## config.mk

```make
export PLATFORM = sky130hd
export DESIGN_NAME = oled_pixel_streamer
export DESIGN_NICKNAME = d
export VERILOG_FILES = /design/src/rtl/oled_pixel_streamer.sv
export SDC_FILE = /design/constraint.sdc
export NUM_CORES = 1
export LEC_CHECK = 0
export ABC_AREA = 1
export CAP_MARGIN = 20
export CORE_ASPECT_RATIO = 0.8
export CORE_MARGIN = 4
export CORE_UTILIZATION = 30
export CTS_CLUSTER_SIZE = 24
export DETAILED_ROUTE_END_ITERATION = 8
export GPL_TIMING_DRIVEN = 0
export PLACE_DENSITY = 0.57
export SYNTH_ARGS = -nofsm -noshare
export SYNTH_HDL_FRONTEND = slang
export SYNTH_SLANG_ARGS = --single-unit
```

## constraint.sdc

```tcl
create_clock -name clk -period 2.01 [get_ports clk]
set_input_delay 0.402 -clock clk [delete_from_list [all_inputs] [get_ports clk]]
set_output_delay 0.402 -clock clk [all_outputs]
set_load 0.05 [all_outputs]
```

## src/rtl/oled_pixel_streamer.sv

```systemverilog
// Serialises a fixed SSD1331 window-setup command block followed by a full frame of
// RGB565 pixels over a 4-wire SPI-style link (sclk = clk/2, MSB first), then idles for a gap.
module oled_pixel_streamer #(
    parameter int FRAME_GAP  = 1000,
    parameter int NUM_PIXELS = 6144
) (
    input  logic        clk,
    input  logic        reset,
    input  logic        enable,
    input  logic [15:0] pixel_data,
    output logic [12:0] pixel_index,
    output logic        frame_begin,
    output logic        sending_pixels,
    output logic        sample_pixel,
    output logic        cs,
    output logic        sclk,
    output logic        sdin,
    output logic        d_cn
);

    localparam logic [1:0]  ST_IDLE   = 2'd0;
    localparam logic [1:0]  ST_CMD    = 2'd1;
    localparam logic [1:0]  ST_PIXELS = 2'd2;
    localparam logic [1:0]  ST_GAP    = 2'd3;

    localparam int          GAP_W     = (FRAME_GAP > 1) ? $clog2(FRAME_GAP) : 1;
    localparam logic [GAP_W-1:0] GAP_LAST = GAP_W'((FRAME_GAP > 0) ? FRAME_GAP - 1 : 0);
    localparam logic [12:0] LAST_PIX  = 13'(NUM_PIXELS - 1);

    function automatic logic [7:0] cmd_byte(input logic [2:0] idx);
        logic [7:0] b;
        case (idx)
            3'd0:    b = 8'h15;
            3'd1:    b = 8'h00;
            3'd2:    b = 8'h5F;
            3'd3:    b = 8'h75;
            3'd4:    b = 8'h00;
            3'd5:    b = 8'h3F;
            default: b = 8'h00;
        endcase
        return b;
    endfunction

    logic [1:0]       rst_sync_q;
    logic             rst_n_s;
    logic [1:0]       state_q, state_d;
    logic [3:0]       bit_q, bit_d;
    logic [2:0]       byte_q, byte_d;
    logic [15:0]      sh_q, sh_d;
    logic [GAP_W-1:0] gap_q, gap_d;
    logic [12:0]      pix_q, pix_d;
    logic             last_q, last_d;
    logic             cs_q, cs_d;
    logic             sclk_q, sclk_d;
    logic             d_cn_q, d_cn_d;
    logic             fb_q, fb_d;
    logic             sample_q, sample_d;
    logic             sending_q, sending_d;
    logic [3:0]       last_bit_s;
    logic             word_end_s;

    // Assert asynchronously, release two edges later so no flop sees a partial release.
    always_ff @(posedge clk or negedge reset) begin
        if (!reset) begin
            rst_sync_q <= 2'b00;
        end else begin
            rst_sync_q <= {rst_sync_q[0], 1'b1};
        end
    end

    assign rst_n_s    = rst_sync_q[1];
    assign last_bit_s = (state_q == ST_PIXELS) ? 4'd15 : 4'd7;
    assign word_end_s = sclk_q && (bit_q == last_bit_s);

    // Next-state logic: bits shift on the sclk falling half, words reload at word end.
    always_comb begin
        state_d   = state_q;
        bit_d     = bit_q;
        byte_d    = byte_q;
        sh_d      = sh_q;
        gap_d     = gap_q;
        pix_d     = pix_q;
        last_d    = last_q;
        cs_d      = cs_q;
        sclk_d    = 1'b0;
        d_cn_d    = d_cn_q;
        fb_d      = 1'b0;
        sample_d  = 1'b0;
        sending_d = sending_q;
        case (state_q)
            ST_IDLE: begin
                cs_d   = 1'b1;
                d_cn_d = 1'b0;
                if (enable) begin
                    state_d = ST_CMD;
                    fb_d    = 1'b1;
                    cs_d    = 1'b0;
                    sh_d    = {cmd_byte(3'd0), 8'h00};
                    bit_d   = 4'd0;
                    byte_d  = 3'd0;
                    pix_d   = 13'd0;
                    last_d  = 1'b0;
                end else begin
                    sh_d = 16'h0000;
                end
            end
            ST_CMD, ST_PIXELS: begin
                sclk_d = ~sclk_q;
                if (!sclk_q) begin
                    // Pulse one cycle ahead of the load edge so the sample cycle is the load cycle.
                    sample_d = (bit_q == last_bit_s) &&
                               (((state_q == ST_CMD) && (byte_q == 3'd5)) ||
                                ((state_q == ST_PIXELS) && !last_q));
                end else if (!word_end_s) begin
                    bit_d = bit_q + 4'd1;
                    sh_d  = {sh_q[14:0], 1'b0};
                end else if ((state_q == ST_CMD) && (byte_q != 3'd5)) begin
                    byte_d = byte_q + 3'd1;
                    bit_d  = 4'd0;
                    sh_d   = {cmd_byte(byte_q + 3'd1), 8'h00};
                end else if ((state_q == ST_CMD) || !last_q) begin
                    state_d   = ST_PIXELS;
                    sending_d = 1'b1;
                    d_cn_d    = 1'b1;
                    bit_d     = 4'd0;
                    sh_d      = pixel_data;
                    last_d    = (pix_q == LAST_PIX);
                    if (pix_q != LAST_PIX) begin
                        pix_d = pix_q + 13'd1;
                    end else begin
                        pix_d = pix_q;
                    end
                end else begin
                    state_d   = ST_GAP;
                    cs_d      = 1'b1;
                    d_cn_d    = 1'b0;
                    sending_d = 1'b0;
                    pix_d     = 13'd0;
                    sh_d      = 16'h0000;
                    bit_d     = 4'd0;
                    byte_d    = 3'd0;
                    gap_d     = '0;
                    last_d    = 1'b0;
                end
            end
            ST_GAP: begin
                cs_d = 1'b1;
                if (gap_q >= GAP_LAST) begin
                    state_d = ST_IDLE;
                    gap_d   = '0;
                end else begin
                    gap_d = gap_q + 1'b1;
                end
            end
            default: begin
                state_d   = ST_IDLE;
                cs_d      = 1'b1;
                d_cn_d    = 1'b0;
                sending_d = 1'b0;
                sh_d      = 16'h0000;
                pix_d     = 13'd0;
            end
        endcase
    end

    // State and output registers.
    always_ff @(posedge clk or negedge rst_n_s) begin
        if (!rst_n_s) begin
            state_q   <= ST_IDLE;
            bit_q     <= 4'd0;
            byte_q    <= 3'd0;
            sh_q      <= 16'h0000;
            gap_q     <= '0;
            pix_q     <= 13'd0;
            last_q    <= 1'b0;
            cs_q      <= 1'b1;
            sclk_q    <= 1'b0;
            d_cn_q    <= 1'b0;
            fb_q      <= 1'b0;
            sample_q  <= 1'b0;
            sending_q <= 1'b0;
        end else begin
            state_q   <= state_d;
            bit_q     <= bit_d;
            byte_q    <= byte_d;
            sh_q      <= sh_d;
            gap_q     <= gap_d;
            pix_q     <= pix_d;
            last_q    <= last_d;
            cs_q      <= cs_d;
            sclk_q    <= sclk_d;
            d_cn_q    <= d_cn_d;
            fb_q      <= fb_d;
            sample_q  <= sample_d;
            sending_q <= sending_d;
        end
    end

    assign pixel_index    = pix_q;
    assign frame_begin    = fb_q;
    assign sending_pixels = sending_q;
    assign sample_pixel   = sample_q;
    assign cs             = cs_q;
    assign sclk           = sclk_q;
    assign sdin           = sh_q[15];
    assign d_cn           = d_cn_q;

endmodule

```

==> metrics.yaml <==
floorplanning:
  rows: 35
  die_h_um: 105.4
  die_w_um: 129.7
  start_util_pct: 30.76
  coreArea_um2: 11560
  io_pins: 39
  dieArea_um2: 13670
drt:
  vias: 3315
  viasPerCell: 4.716
  post_drt_wl_per_cell_um: 12.99
  postRouteAntennaNets: 0
  detail_route.iter0.violations: 274
  drc_errors: 0
  drt_pre_antenna_iters: 5
  routed_wl_um: 9129
sta:
  finalHoldViolCount: 0
  clock_skew_ns: 0.006256
  hold_ws_ns: 0.2316
  tightest_slew_ns: 0.7803
  slew_headroom_pct: 47.98
  fin_crit_ns: 1.941
  setup_viol: 0
  finalCritPeriodShare_pct: 96.55
  fin_ws_ns: 0.06941
  slew_violations: 0
  max_clock_freq_ghz: 0.5153
cts:
  clock_path_buffers: 2
  cts_sinks: 57
  cts_tree: "done"
  cts_buffers: 9
  clock_latency_ns: 0.33
  root_buffer: "clkbuf_16"
  cts_hold_buf: 0
  clkTransAtPathRegs_ns: 0.05
  h-tree-depth: 3
yosys:
  async_reset_ff_share_pct: 100.0
  yosysTopAreaCell: "dfrtp_1"
  synth_seq_cells: 57
  synth_top_cell_area_share_pct: 39.41
  synth_top_cells_by_count: "nand2_1, nand3_1, dfrtp_1"
  ys_seq_area_share_pct: 40.15
  synth_area_leaders: "dfrtp_1, nand2_1, nand3_1"
  synth_most_common_cell: "nand2_1"
  dominantRegCellSynth: "dfrtp_1"
  syn_inst: 495
  yosysWarnings: 0
  syn_area_um2: 3556
  synth_enable_flop_cells: 0
  yosysUniqueCellTypes: 41
  syn-num-nets: 526
  syn_area_per_cell_um2: 7.184
critical_path:
  r2r-end: "pixel_index[3]"
  critPathArrivalTime_ns: 1.54
  timing.rr.start: "state_q[1]"
  crit_fanout: 4
  critPathCaptureType: "output pin"
  cp.buffers_inverters: 1
  crit_type: "reg2out"
  critPathRequiredTime_ns: 1.61
  slowest_delay_ns: 0.82
  reg2reg_slack_ns: 0.13
  cp-start-kind: "flop"
  critPathTopFamily: "buffers and inverters"
  cp_slowest_cell: "clkdlybuf4s50_1"
  cp_cell_sequence: "clkdlybuf4s50_1"
  worst-r2r-cell-count: 12
power:
  peakVddDrop_mv: 0.5967
  p_leak_nw: 2.269
  p_total_mw: 6.972
  power.density_nw_per_um2: 1523
final_layout:
  multi_input_area_um2: 1896
  antenna-diode-count: 0
  fin_util_pct: 39.59
  fillCellCount: 1203
  nets: 581
  drive_gt1_share_pct: 12.07
  register_area_um2: 1430
  instances_no_fill: 703
  area_delta_synth_final_pct: 28.71
outcome:
  status: "complete, no violations"
placement:
  dpl.hpwl_um: 6559
  gp_congestion: 0.8396
  portBuffers: 38
  dp_cells: 682
  dp_worst_setup_slack_ns: -0.09221
global_route:
  grt_pass1_wl_um: 15300
  antenna_found_initial: 0
  overflow: 0
  grt_use_total_pct: 13.97
  grt_pass1_vias: 3009
  grt_max_degree: 33
hold_path:
  hp-class: "in2async"
flow_run:
  drv_cap: 0
[metal layers]
metal | GRT usage (%) | part of all wire, % | vias to the layer above | routed length, um
met1 | 20.74 | 51 | 1505 | 4672
met4 | 3.858 | 0.64 | 0 | 58
met3 | 3.901 | 4.9 | 9 | 445
met5 | 0 | 0 | - | 0
met2 | 19.72 | 43 | 83 | 3952
li1 | - | - | 1718 | -
[power breakdown]
| group | leakage [nW] | internal, mW | switching, mW | total (mW) |
|---|---|---|---|---|
| clock | 0.162 | 1.13 | 0.533 | 1.66 |
| sequential | 0.760 | 1.40 | 0.215 | 1.61 |
| combinational | 1.35 | 1.23 | 2.47 | 3.70 |
[sequential cells by signal (all words and copies together), names as in the netlist]
| register | cells |
|---|---|
| sh_q | 16 |
| pixel_index | 13 |
| gap_q | 10 |
| bit_q | 4 |
| byte_q | 3 |
| rst_sync_q | 2 |
| state_q | 2 |
| cs | 1 |
| d_cn | 1 |
| frame_begin | 1 |
| last_q | 1 |
| sample_pixel | 1 |
| sclk | 1 |
| sending_pixels | 1 |
[layout make-up]
class,count,share of cell area [%]
repair buffers,44,9.595
multi-input cells,373,41.42
inverters,50,4.319
well taps,148,4.046
flip-flops and latches,57,31.25
clock inverters,1,0.6561
plain buffers,15,2.214
clock buffers,15,6.506
[worst reg2reg max path, stage by stage, from the launching register on]
cell and delay [ns]:
dfrtp_1 0.39, inv_2 0.08, ha_4 0.30, buf_12 0.14, nor2_4 0.06, nor2_8 0.13
nand2_4 0.10, inv_6 0.10, nand2_2 0.07, nor2_4 0.19, buf_6 0.16, nand2_1 0.06
nand2_1 0.06
[cells in the final DEF, fill, tap and decap left out, types with 6 or more instances in the layout]
master	n
o21ai_1	9
dfrtp_1	54
o21ai_0	23
nand3_1	57
dlygate4sd2_1	10
clkbuf_1	6
nand2_1	155
inv_1	41
nand4_1	17
clkbuf_16	9
clkdlybuf4s50_1	24
nor2_1	52
a21oi_1	6
ha_1	11
buf_4	6
[metrics by stage]
step	TNS, ns	cell area (um^2)
2_1_floorplan	0	3557
3_3_place_gp	-28.62	4123
3_5_place_dp	-0.9415	4144
4_1_cts	0	4494
5_1_grt	-0.002959	4577
6_report	0	4577
[repair_timing]
action | CTS | global route
endpoints found under the setup margin | 32 | 38
hold endpoints to repair | 0 | 0
setup buffers | 1 | 3
pin swaps | 0 | 1
gates resized for setup | 16 | 18
gates cloned | 0 | 1
[how the worst max path moves through the flow]
stage                     from               to  slack, ns  cells past startpoint
5_1_grt             state_q[0]         gap_q[8]     -0.003                     11
6_report        pixel_index[1]   pixel_index[1]       0.07                      1
4_1_cts        pixel_index[10]  pixel_index[10]      0.001                      1
3_5_place_dp        state_q[1]          sh_q[0]      -0.09                      8
2_1_floorplan   pixel_index[1]   pixel_index[9]       0.06                     10
3_3_place_gp     rst_sync_q[1]   pixel_index[0]      -0.72                      0
[cell families (layout without fill, tap and decap cells)]
family,count (synthesis),count (layout),synth area share (%)
simple gates,311,311,39.80
compound gates,48,48,7.706
xor+xnor,1,1,0.2464
fa+ha+maj,12,12,4.222
flops,57,57,40.15
buf+inv,65,125,7.776
other cells,1,1,0.1055
No activity file was read; power rests on OpenSTA's default activity.
